## src/rtl/shift_rot_seq.sv

```systemverilog
// Sequential x86 group-2 shifter/rotator: one bit position per clock under a
// start/busy/done handshake, producing the ALU's 12-bit flag word on completion.
module shift_rot_seq #(
    parameter int DATAW = 32,
    parameter int CNTW  = 5,
    parameter int FLAGW = 12
) (
    input  logic             clock,
    input  logic             reset_n,
    input  logic             start,
    input  logic             isize,
    input  logic             opsize,
    input  logic [2:0]       mode,
    input  logic [DATAW-1:0] op1,
    input  logic [7:0]       count,
    input  logic [FLAGW-1:0] flags,
    output logic             busy,
    output logic             done,
    output logic [DATAW-1:0] result,
    output logic [FLAGW-1:0] flags_o
);

    localparam int IW = $clog2(DATAW);
    localparam int FC = 0, FP = 2, FA = 4, FZ = 6, FS = 7, FO = 11;

    typedef enum logic [1:0] {S_IDLE, S_RUN, S_DONE} state_t;
    typedef enum logic [2:0] {
        M_ROL = 3'd0, M_ROR = 3'd1, M_RCL = 3'd2, M_RCR = 3'd3,
        M_SHL = 3'd4, M_SHR = 3'd5, M_SAL = 3'd6, M_SAR = 3'd7
    } mode_t;

    function automatic logic [DATAW-1:0] width_mask(input logic [IW-1:0] msb_idx);
        logic [63:0] ones;
        ones = (64'd2 << msb_idx) - 64'd1;
        return ones[DATAW-1:0];
    endfunction

    state_t            state_q, state_d;
    mode_t             mode_q, mode_d;
    logic [IW-1:0]     msb_idx_q, msb_idx_d;
    logic [CNTW-1:0]   cnt_q, cnt_d;
    logic [DATAW-1:0]  r_q, r_d;
    logic              c_q, c_d;
    logic [FLAGW-1:0]  flags_in_q, flags_in_d;
    logic [DATAW-1:0]  result_q, result_d;
    logic [FLAGW-1:0]  flags_out_q, flags_out_d;

    logic [IW-1:0]     in_msb_idx;
    logic [CNTW-1:0]   in_cnt;
    logic [DATAW-1:0]  mask;
    logic              msb, lsb, left, ins, c_step;
    logic [DATAW-1:0]  r_step;
    logic [FLAGW-1:0]  fl_final;
    logic              unused_count;

    assign unused_count = ^count[7:CNTW];
    assign in_msb_idx   = !isize ? IW'(7) : (opsize ? IW'(31) : IW'(15));
    assign in_cnt       = count[CNTW-1:0];
    assign mask         = width_mask(msb_idx_q);
    assign msb          = r_q[msb_idx_q];
    assign lsb          = r_q[0];

    // One-bit datapath step; left-moving ops take the carry from the msb,
    // right-moving ops from the lsb, and only RCL/RCR feed the old carry back in.
    // NOTE: every always_comb output gets a default first so no latch is inferred.
    always_comb begin
        left = 1'b0;
        ins  = 1'b0;
        unique case (mode_q)
            M_ROL:         begin left = 1'b1; ins = msb; end
            M_RCL:         begin left = 1'b1; ins = c_q; end
            M_SHL, M_SAL:  begin left = 1'b1; ins = 1'b0; end
            M_ROR:         ins = lsb;
            M_RCR:         ins = c_q;
            M_SHR:         ins = 1'b0;
            M_SAR:         ins = msb;
        endcase
        c_step = left ? msb : lsb;
        r_step = left ? (((r_q << 1) | DATAW'(ins)) & mask)
                      : ((r_q >> 1) | (DATAW'(ins) << msb_idx_q));
    end

    always_comb begin
        fl_final     = flags_in_q;
        fl_final[FC] = c_step;
        unique case (mode_q)
            M_ROL, M_RCL: fl_final[FO] = r_step[msb_idx_q] ^ c_step;
            M_ROR, M_RCR: fl_final[FO] = r_step[msb_idx_q] ^ r_step[msb_idx_q - IW'(1)];
            default: begin
                if (mode_q == M_SHR)      fl_final[FO] = msb;
                else if (mode_q == M_SAR) fl_final[FO] = 1'b0;
                else                      fl_final[FO] = r_step[msb_idx_q] ^ c_step;
                fl_final[FS] = r_step[msb_idx_q];
                fl_final[FZ] = ~|r_step;
                fl_final[FA] = 1'b0;
                fl_final[FP] = ~^r_step[7:0];
            end
        endcase
    end

    always_comb begin
        state_d     = state_q;
        mode_d      = mode_q;
        msb_idx_d   = msb_idx_q;
        cnt_d       = cnt_q;
        r_d         = r_q;
        c_d         = c_q;
        flags_in_d  = flags_in_q;
        result_d    = result_q;
        flags_out_d = flags_out_q;
        unique case (state_q)
            S_IDLE: begin
                if (start) begin
                    mode_d     = mode_t'(mode);
                    msb_idx_d  = in_msb_idx;
                    cnt_d      = in_cnt;
                    r_d        = op1 & width_mask(in_msb_idx);
                    c_d        = flags[FC];
                    flags_in_d = flags;
                    if (in_cnt == '0) begin
                        state_d     = S_DONE;
                        result_d    = op1 & width_mask(in_msb_idx);
                        flags_out_d = flags;
                    end else begin
                        state_d = S_RUN;
                    end
                end
            end
            S_RUN: begin
                r_d   = r_step;
                c_d   = c_step;
                cnt_d = cnt_q - CNTW'(1);
                if (cnt_q == CNTW'(1)) begin
                    state_d     = S_DONE;
                    result_d    = r_step;
                    flags_out_d = fl_final;
                end
            end
            default: state_d = S_IDLE;
        endcase
    end

    // NOTE: sequential state uses non-blocking assignments so every register
    // samples the pre-edge values regardless of statement order.
    always_ff @(posedge clock or negedge reset_n) begin
        if (!reset_n) begin
            state_q     <= S_IDLE;
            mode_q      <= M_ROL;
            msb_idx_q   <= IW'(7);
            cnt_q       <= '0;
            r_q         <= '0;
            c_q         <= 1'b0;
            flags_in_q  <= FLAGW'(2);
            result_q    <= '0;
            flags_out_q <= FLAGW'(2);
        end else begin
            state_q     <= state_d;
            mode_q      <= mode_d;
            msb_idx_q   <= msb_idx_d;
            cnt_q       <= cnt_d;
            r_q         <= r_d;
            c_q         <= c_d;
            flags_in_q  <= flags_in_d;
            result_q    <= result_d;
            flags_out_q <= flags_out_d;
        end
    end

    assign busy    = (state_q == S_RUN) || (state_q == S_DONE);
    assign done    = (state_q == S_DONE);
    assign result  = result_q;
    assign flags_o = flags_out_q;

endmodule

```

## config.mk

```make
export PLATFORM = sky130hd
export DESIGN_NAME = shift_rot_seq
export DESIGN_NICKNAME = d
export VERILOG_FILES = /design/src/rtl/shift_rot_seq.sv
export SDC_FILE = /design/constraint.sdc
export NUM_CORES = 1
export LEC_CHECK = 0
export ABC_AREA = 1
export CAP_MARGIN = 30
export CORE_MARGIN = 2
export CORE_UTILIZATION = 49
export CTS_CLUSTER_SIZE = 40
export DETAILED_ROUTE_END_ITERATION = 8
export GPL_TIMING_DRIVEN = 1
export PLACE_DENSITY_LB_ADDON = 0.05
export REMOVE_ABC_BUFFERS = 1
export SLEW_MARGIN = 5
export SYNTH_ARGS = -nofsm -noshare
export SYNTH_HDL_FRONTEND = slang
export SYNTH_SLANG_ARGS = --single-unit
```

## constraint.sdc

```tcl
create_clock -name clock -period 2.6 [get_ports clock]
set_input_delay 0.39 -clock clock [delete_from_list [all_inputs] [get_ports clock]]
set_output_delay 0.39 -clock clock [all_outputs]
set_load 0.01 [all_outputs]
```

* Yosys cells after proc, flatten, opt, wreduce, memory -nomap -nowiden *
Cells that the tools add are included.

cells by class
  order comparisons = 2
  reduce and logical (&&, ||, !) cells = 19
  bitwise operators = 6
  muxes and demuxes = 36
  add/sub/neg operators = 4
  shift-type cells = 3
  equal/unequal tests = 13

operators by type and width
  kind                                                number
  2-to-1 mux 32 bit                                   5
  one-hot mux 32 bit (2 select lines)                 2
  bitwise AND 32 bit                                  2
  << shifter 2 x 5 -> 32 bit, first input constant    2
  subtractor 32 x 1 -> 32 bit, second input constant  2
  2-to-1 mux 12 bit                                   3
  bitwise OR 31 x 32 -> 32 bit                        1
  bitwise OR 32 x 1 -> 32 bit                         1
  OR reduction 32 bit                                 1
  << shifter 1 x 5 -> 32 bit                          1
  one-hot mux 12 bit (2 select lines)                 1
  binary-select mux 1 bit (select 5 bit)              3
  2-to-1 mux 5 bit                                    3
  == test 3 bit, second input constant                4
  < comparator 5 x 6 -> 1 bit, second input constant  2
  2-to-1 mux 1 bit                                    10
  one-hot mux 5 bit (2 select lines)                  1
  subtractor 5 x 1 -> 5 bit, second input constant    2
  2-to-1 mux 2 bit                                    4
  OR reduction 2 bit                                  4
  OR reduction 4 bit                                  2
  XNOR reduction 8 bit                                1
  == test 3 x 2 -> 1 bit, second input constant       2
  != test 2 bit, second input constant                3
  other kinds (17)                                    21

storage, ports and cells
  output and inout port bits = 46
  logic and storage cells = 92
  input port bits = 60
  register bits after elaboration = 103

* Longest topological paths before layout *
Gate-level depths: netlist of the first run.

  word-level depth = 14
  gate-level depth with buffers = 20
  mapped depth without buffers = 19

* Worst setup path after synthesis of the first run *
OpenSTA, ideal clock, no wires.

  kind = reg-to-reg
  start point = register msb_idx_q[3]
  end point = register flags_out_q[6], in the netlist flags_o[6]
  stages on the path, launching flop included = 18
  buffers on the path = 1
  clock period less this slack = 2.089 ns
  setup time = 0.073 ns
  required time = 2.527 ns
  setup slack = 0.511 ns
  arrival = 2.016 ns
  cell sequence = dfrtp_1 -> buf_6 -> inv_4 -> nand2_1 -> nand3_2 -> nand2_4 -> nand2_4 -> nand3_4 -> o21ai_0 -> ha_1 -> nand2_1 -> nor3_1 -> nand3_1 -> nor4_2 -> nand3_1 -> nor2_1 -> nand3b_1 -> a2bb2oi_2

between the ends
  word-level cells in the longest chain between the ends = 11
  elaborated cells between the ends (all ways) = 15
  those cells by class = add/sub: 1; shift: 2; mux: 7; bitwise: 3; reduce/logical: 2

RTL lines
  what                                                                                 RTL line  text
  from (decl)                                                                          40        logic [IW-1:0] msb_idx_q, msb_idx_d;
  from (signal assigned)                                                               159       msb_idx_q <= msb_idx_d;
  parallel branches: the longest is 5 deep, another holds subtractor 32 x 1 -> 32 bit  --
  2-to-1 mux 32 bit *                                                                  79        r_step = left ? (((r_q << 1) | DATAW'(ins)) & mask)
  OR reduction 32 bit *                                                                94        fl_final[FZ] = ~|r_step;
  zero test 1 bit *                                                                    94
  2-to-1 mux 2 bit *                                                                   86        unique case (mode_q)
  2-to-1 mux 12 bit *                                                                  133       if (cnt_q == CNTW'(1)) begin
  one-hot mux 12 bit (2 select lines) *                                                111       unique case (state_q)
  to (signal assigned)                                                                 165       flags_out_q <= flags_out_d;
  to (decl)                                                                            46        logic [FLAGW-1:0] flags_out_q, flags_out_d;

Every way passes the cells marked *. The select of a mux whose other input is x is not followed.
A chain may end at the register's enable or synchronous reset.

* Worst setup path after layout of the first run *
Ends and elaborated chain as after synthesis.

==> impl_metrics.toml, run 1 <==
[place]
portBuffers = 102
dp_hpwl_um = 9064
post-place-ws_ns = 0.06025
gp_congestion = 0.8784

[logic_synthesis]
netlist_instances = 669
synth_seq_cells = 99
syn_area_per_cell_um2 = 7.808
synth.cell_area_um2 = 5224
ys_top_cells_by_area = "dfrtp_1 46%, nand2_1 17%, o21ai_0 9.9%"
yosysSeqAreaShare = 0.4747
synth_edf_count = 0
synth_top_area_frac = 0.4647
synthFlopType = "dfrtp_1"
async_reset_ff_frac = 1.000
yosysWarnings = 0
yosysUniqueCellTypes = 41
yosys.area.top_type = "dfrtp_1"

[worst_setup_path]
worstPathMaxFanout = 6
crit_family = "simple AND/OR/NAND/NOR gates"
r2r_start = "msb_idx_q[3]"
reg2reg_to = "flags_o[6]"
critPathKind = "reg -> reg"
cp.arrival_ns = 2.70
ff2ff_path_depth = 16
path_cells = "inv_4 > nand2_1 > nand3_2 > nand2_4 > nand2_4 > nand3_4 > o21ai_0 > ha_1 > nand2_1 > nor3_1 > nand3_1 > nor4_2 > nand3_1 > nor2_1 > nand3b_1 > a2bb2oi_2"
reg2reg_slack_ns = 0.19
critPathBufInv = 1
critPathMaxStageDelay_ns = 0.47
crit_path_end_kind = "flop"
cp.required_ns = 2.89
crit_slowest_cell = "dfrtp_2"
cp-start-kind = "flop"

[floorplanning]
start_util = 0.5060
boundaryPins = 106
die_h_um = 107.3
fp.coreArea_um2 = 10320
die_area_um2 = 11500
die_w_um = 107.3
rows = 37

[cells_and_area]
num_antenna_cells = 0
drive_gt1_frac = 0.08366
nets = 831
areaGrowthSynthToFinish_pct = 25.70

[global_routing]
grt_pass1_vias = 4812
track_usage = 0.2442
grt_start_max_net_pins = 100
grt_pass1_wl_um = 22540
overflow = 0
antenna_found_initial = 0

[routing]
drt-initial-drc-count = 234
drt_wl_total_um = 13120
wire_per_inst_um = 14.56
num_vias = 4814
antenna_left = 0
viasPerCell = 5.343
first_pass_iters = 5
drcViolationCount = 0

[run_status]
status = "complete, no violations"

[sta]
fin_crit_sh = 0.9275
maxSlewHeadroom = 0.5728
period_minus_slack_ns = 2.411
fin_ws_ns = 0.1885
worst_pin_slew_ns = 0.6389
hold_viol = 0
setup_viol_count_final = 0
finalMaxSlewViolations = 0
max_freq_mhz = 414.7
clock_skew_ns = 0.01100
rsz0062_at_grt = "false"
fin_setup_tns_ns = 0

[clock_tree]
postCtsHoldBufs = 0
clkSinkCount = 99
clock_latency_ns = 0.36
cts_tree = "built"
cts_buffers = 9
htree_levels = 3
cts-root-buf = "clkbuf_8"
clk_pin_slew_ns = 0.10
cts_buffer_depth = 2

[pwr]
p_leak_nw = 3.083
irDropWorstVdd_uv = 907.6
power.density_nw_per_um2 = 1234

[hold_path]
hp-class = "in -> async"

[job]
cap_violations = 0
[synth_stat cells (2+ instances only)]
master / instances
ha_1: 10
nand4_1: 2
nand3_2: 3
inv_2: 6
clkbuf_1: 26
inv_4: 2
nand2_4: 2
nor2_1: 21
dfstp_2: 2
o21ai_0: 103
a22oi_1: 8
a221oi_1: 2
a21oi_1: 7
nand2_1: 238
buf_2: 8
inv_1: 46
nand3_1: 27
dfrtp_1: 97
nand2_2: 8
buf_6: 4
nor3_1: 10
o21ai_1: 2
o22ai_1: 6
nand3b_1: 2
a32o_1: 6
a22o_1: 4
xnor2_1: 3
[stage by stage]
| step | power (W) | utilization | instances | hold WS, ns | area [µm²] |
|---|---|---|---|---|---|
| 6_report | 0.008103 | 0.6360 | 901 | 0.06905 | 6566 |
| 5_1_grt | 0.008856 | 0.6360 | 901 | 0.1104 | 6566 |
| 4_1_cts | 0.008136 | 0.6353 | 900 | 0.09869 | 6559 |
| 3_5_place_dp | 0.007135 | 0.6175 | 885 | 0.4648 | 6375 |
| 3_3_place_gp | 0.007028 | 0.6175 | 885 | 0.4610 | 6375 |
| 2_1_floorplan | 0.005326 | - | 631 | 0.09441 | 5041 |
[power by group]
group | leakage (nW) | switching (W) | total [W] | internal (W)
Combinational | 1.72 | 0.00263 | 0.00445 | 0.00182
Sequential | 1.27 | 0.000435 | 0.00269 | 0.00225
Clock | 0.0934 | 0.000521 | 0.000965 | 0.000443
Total | 3.08 | 0.00359 | 0.00810 | 0.00451
[layout by cell type, fill, tap and decap left out, drive strengths merged]
master	n
xnor2	3
o21ai	106
ha	10
a221oi	2
a22oi	8
bufinv	1
nor4	2
nand3b	2
nand4	2
a32o	6
nor2	22
dfrtp	97
a22o	4
buf	17
o211ai	1
inv	54
o22ai	6
nor3	11
a41oi	1
clkbuf	12
clkinv	3
a32oi	1
a21oi	9
nand2	248
a2bb2oi	2
clkdlybuf4s50	101
o221ai	1
dfstp	2
nand3	31
[flip-flops by register name, summed over array words and instances, names as in the netlist]
name,cells
msb_idx_q,2
cnt_q,5
state_q,2
flags_o,12
r_q,32
result,32
flags_in_q,10
c_q,1
mode_q,3
[cells by family (layout without fill, tap and decap cells)]
logic type,after synthesis,after routing,share of synthesized area
AO/OA/AOI/OAI,147,147,0.1650
XOR/XNOR,3,3,0.005031
adder cells (fa/ha/maj),10,10,0.02395
buffers and inverters,92,188,0.07473
flip-flops,99,99,0.4747
AND/OR/NAND/NOR,318,318,0.2565
[worst reg2reg max path, delay by kind of cell (launching register included)]
| kind | cells | cell delay [ns] |
|---|---|---|
| AO/OA/AOI/OAI | 2 | 0.35 |
| adder cells (fa/ha/maj) | 1 | 0.18 |
| buffers and inverters | 1 | 0.09 |
| flip-flops | 1 | 0.47 |
| AND/OR/NAND/NOR | 12 | 1.25 |
[worst max-delay path by stage]
stage	start	to	slack, ns	cells after the start
after floorplan	state_q[0]	flags_o[7]	-0.75	9
after global placement	msb_idx_q[3]	flags_o[6]	0.14	17
after detailed placement	msb_idx_q[3]	flags_o[6]	0.06	17
after CTS	msb_idx_q[3]	flags_o[6]	0.03	17
after global routing	mode_q[2]	flags_o[6]	0.01	15
final	msb_idx_q[3]	flags_o[6]	0.19	16
[final cells by class]
| cell class | instances | area [µm²] |
|---|---|---|
| clock buffers | 11 | 131.4 |
| clock inverters | 4 | 52.55 |
| fillers | 913 | 3757 |
| multi-input cells | 478 | 2354 |
| inverters | 54 | 207.7 |
| flip-flops and latches | 99 | 2482 |
| repair buffers | 119 | 1169 |
| well taps | 136 | 170.2 |
[what timing repair did]
| action | 4_1_cts | 5_1_grt |
|---|---|---|
| resized for setup | 0 | 2 |
| buffers inserted | 0 | 1 |
| setup endpoints to repair | 0 | 1 |
[routing by layer]
layer	up-vias	GRT usage	share of wire
li1	2371	-	-
met1	2309	0.3352	0.46
met2	118	0.3888	0.46
met3	16	0.05145	0.060
met4	0	0.07699	0.014
met5	-	0	0
Power figures use the tool's default switching activity.
==> run 2, diff against run 1 <==
--- a/config.mk
+++ b/config.mk
@@ -6,5 +6,4 @@
 export NUM_CORES = 1
 export LEC_CHECK = 0
-export ABC_AREA = 1
 export CAP_MARGIN = 30
 export CORE_MARGIN = 2
==> constraint.sdc (replaced) <==
create_clock -name clock -period 2.6 [get_ports clock]
set_input_delay 0.39 -clock clock [delete_from_list [all_inputs] [get_ports clock]]
set_output_delay 0.39 -clock clock [all_outputs]
set_load 0.005 [all_outputs]
==> run 2 against run 1 <==
- the run now ends with setup timing left
- non-clock buffer count is 31 higher
- power is 15% higher
- core utilization is 3.2 points higher
- sequential power is 7.8% higher
- final cell count is 7.7% lower
- clock skew hardly changed
==> impl_metrics.toml, run 2 <==
[run_status]
status = "complete, but fails checks"
violations = "setup timing"

[logic_synthesis]
synth.most_common_cell = "dfrtp_1"
ys_top_cells_by_area = "dfrtp_1 46%, o21ai_1 7.2%, nand2_1 6.7%"
synth_top_area_frac = 0.4642
async_reset_ff_frac = 1.000
synthFlopType = "dfrtp_1"
syn_area_per_cell_um2 = 9.189
synth_seq_cells = 99
yosysWarnings = 0
yosysSeqAreaShare = 0.4743
synth_edf_count = 0
netlist_top_cells_count = "97 x dfrtp_1, 94 x nand2_1, 75 x o21ai_1, 42 x a21oi_1, 38 x nor2_1"
synth.cell_area_um2 = 5229
yosysUniqueCellTypes = 62
yosys.area.top_type = "dfrtp_1"
netlist_instances = 569

[hold_path]
hp-class = "reg -> reg"

[worst_setup_path]
cp-start-kind = "flop"
crit_family = "compound AO/OA/AOI/OAI gates"
worstPathMaxFanout = 2
crit_path_end_kind = "flop"
critPathKind = "reg -> reg"
cp.arrival_ns = 3.08
critPathBufInv = 0
cp.required_ns = 2.90
crit_slowest_cell = "mux4_2"
critPathMaxStageDelay_ns = 0.55
path_cells = "mux4_2 > o21a_1 > or2_1 > mux2i_1 > ha_1 > and4_1 > nand4_1 > a211oi_2 > o2111ai_1 > a2111o_1 > a31oi_1"

[global_routing]
grt_start_max_net_pins = 51
grt_pass1_wl_um = 23390
overflow = 0
antenna_found_initial = 0
track_usage = 0.2617
grt_pass1_vias = 4597

[cells_and_area]
final_cells = 832
num_antenna_cells = 0
final_common_cell = "clkdlybuf4s50_1"
mostFrequentLayoutCells = "101 x clkdlybuf4s50_1, 96 x dfrtp_1, 93 x nand2_1"
utilization = 0.6678
nets = 761
areaGrowthSynthToFinish_pct = 31.85
drive_gt1_frac = 0.1379

[sta]
worst_pin_slew_ns = 0.4495
setup_viol_count_final = 2
fin_crit_sh = 1.071
max_freq_mhz = 359.3
hold_viol = 0
maxSlewHeadroom = 0.7004
fin_ws_ns = -0.1833
finalMaxSlewViolations = 0
hold_slack_ns = 0.4714
rsz0062_at_grt = "true"
clock_skew_ns = 0.01139
period_minus_slack_ns = 2.783

[clock_tree]
cts_buffers = 9
clkSinkCount = 99
clk_pin_slew_ns = 0.09
cts-root-buf = "clkbuf_8"
cts_buffer_depth = 2
cts_tree = "built"
htree_levels = 3
clock_latency_ns = 0.38

[pwr]
p_leak_nw = 2.901
irDropWorstVdd_uv = 793.0
finalPower_w = 0.009292
power.density_nw_per_um2 = 1348

[routing]
viasPerCell = 5.596
first_pass_iters = 6
antenna_left = 0
num_vias = 4656
wire_per_inst_um = 17.06
drt_wl_total_um = 14200
drcViolationCount = 0
drt-initial-drc-count = 361

[floorplanning]
die_h_um = 107.3
rows = 37
die_w_um = 107.3
fp.coreArea_um2 = 10320
die_area_um2 = 11510
boundaryPins = 106
start_util = 0.5065

[place]
post-place-ws_ns = -0.3464
dp_hpwl_um = 10260
dp_cells = 805
portBuffers = 102
gp_congestion = 0.8995

[job]
cap_violations = 0
==> run 2: cell families after synthesis <==
kind of cell	Yosys count	share of synthesized area
buffers and inverters	49	0.04882
adders and majority gates	10	0.02393
muxes	33	0.07155
and+or+nand+nor	187	0.1610
AOI/OAI and AO/OA	188	0.2154
DFF	99	0.4743
xor gates and xnor gates	3	0.005026
==> run 2: path summary, 6_finish.rpt <==
check                        startpoint    endpoint  slack, ns  depth (start not counted)
min in group asynchronous       reset_n  result[20]       0.48                          2
max in group asynchronous       reset_n   mode_q[0]       1.44                          3
setup reg to reg           msb_idx_q[3]  flags_o[6]      -0.18                         11
setup / recovery           msb_idx_q[3]  flags_o[6]      -0.18                         11
hold / removal               flags_o[1]  flags_o[1]       0.47                          2
hold reg to reg              flags_o[1]  flags_o[1]       0.47                          2
==> run 2: layout make-up <==
class                           instances  area (µm²)
Clock inverter                          5       52.55
Timing Repair Buffer                  150        1448
Clock buffer                           11       141.4
Multi-Input combinational cell        421        2550
Fill cell                             851        3430
Tap cell                              136       170.2
Inverter                               10       51.30
Sequential cell                        99        2481
==> run 2: stage by stage <==
step | setup TNS [ns] | cell area [µm²]
final | -0.2257 | 6894
after detailed placement | -0.3464 | 6560
after floorplan | -60.22 | 5025
after global placement | -0.2626 | 6560
after global routing | -0.6421 | 6894
after CTS | -0.2088 | 6814
==> run 2: worst min-delay path: cells and delay by family (launching register included) <==
family | cells | cell delay, ns
and+or+nand+nor | 1 | 0.04
DFF | 1 | 0.38
AOI/OAI and AO/OA | 1 | 0.05
==> run 2: what timing repair did <==
item / CTS / global route
endpoints found under the setup margin: 1 / 3
endpoints found under the hold margin: 26 / 0
cloned: 0 / 0
resized for setup: 1 / 10
hold buffers: 1 / 0
pin swaps: 4 / 7
buffers inserted: 6 / 4
==> run 2: layer usage <==
| layer | up-vias | global-route usage | share of wire |
|---|---|---|---|
| li1 | 2278 | - | - |
| met3 | 18 | 0.05327 | 0.057 |
| met1 | 2210 | 0.3643 | 0.46 |
| met2 | 150 | 0.4155 | 0.47 |
| met5 | - | 0 | 0 |
| met4 | 0 | 0.07607 | 0.014 |
==> run 2: power breakdown <==
part           switching [W]  total (W)  internal [W]
Combinational        0.00273    0.00538       0.00265
Clock               0.000542    0.00101      0.000467
Sequential          0.000599    0.00290       0.00230
==> run 3, diff against run 2 <==
CTS_CLUSTER_SIZE = not set   (was 40)
==> results of run 3 <==
Final layout, timing and power as in run 2 (identical DEF).
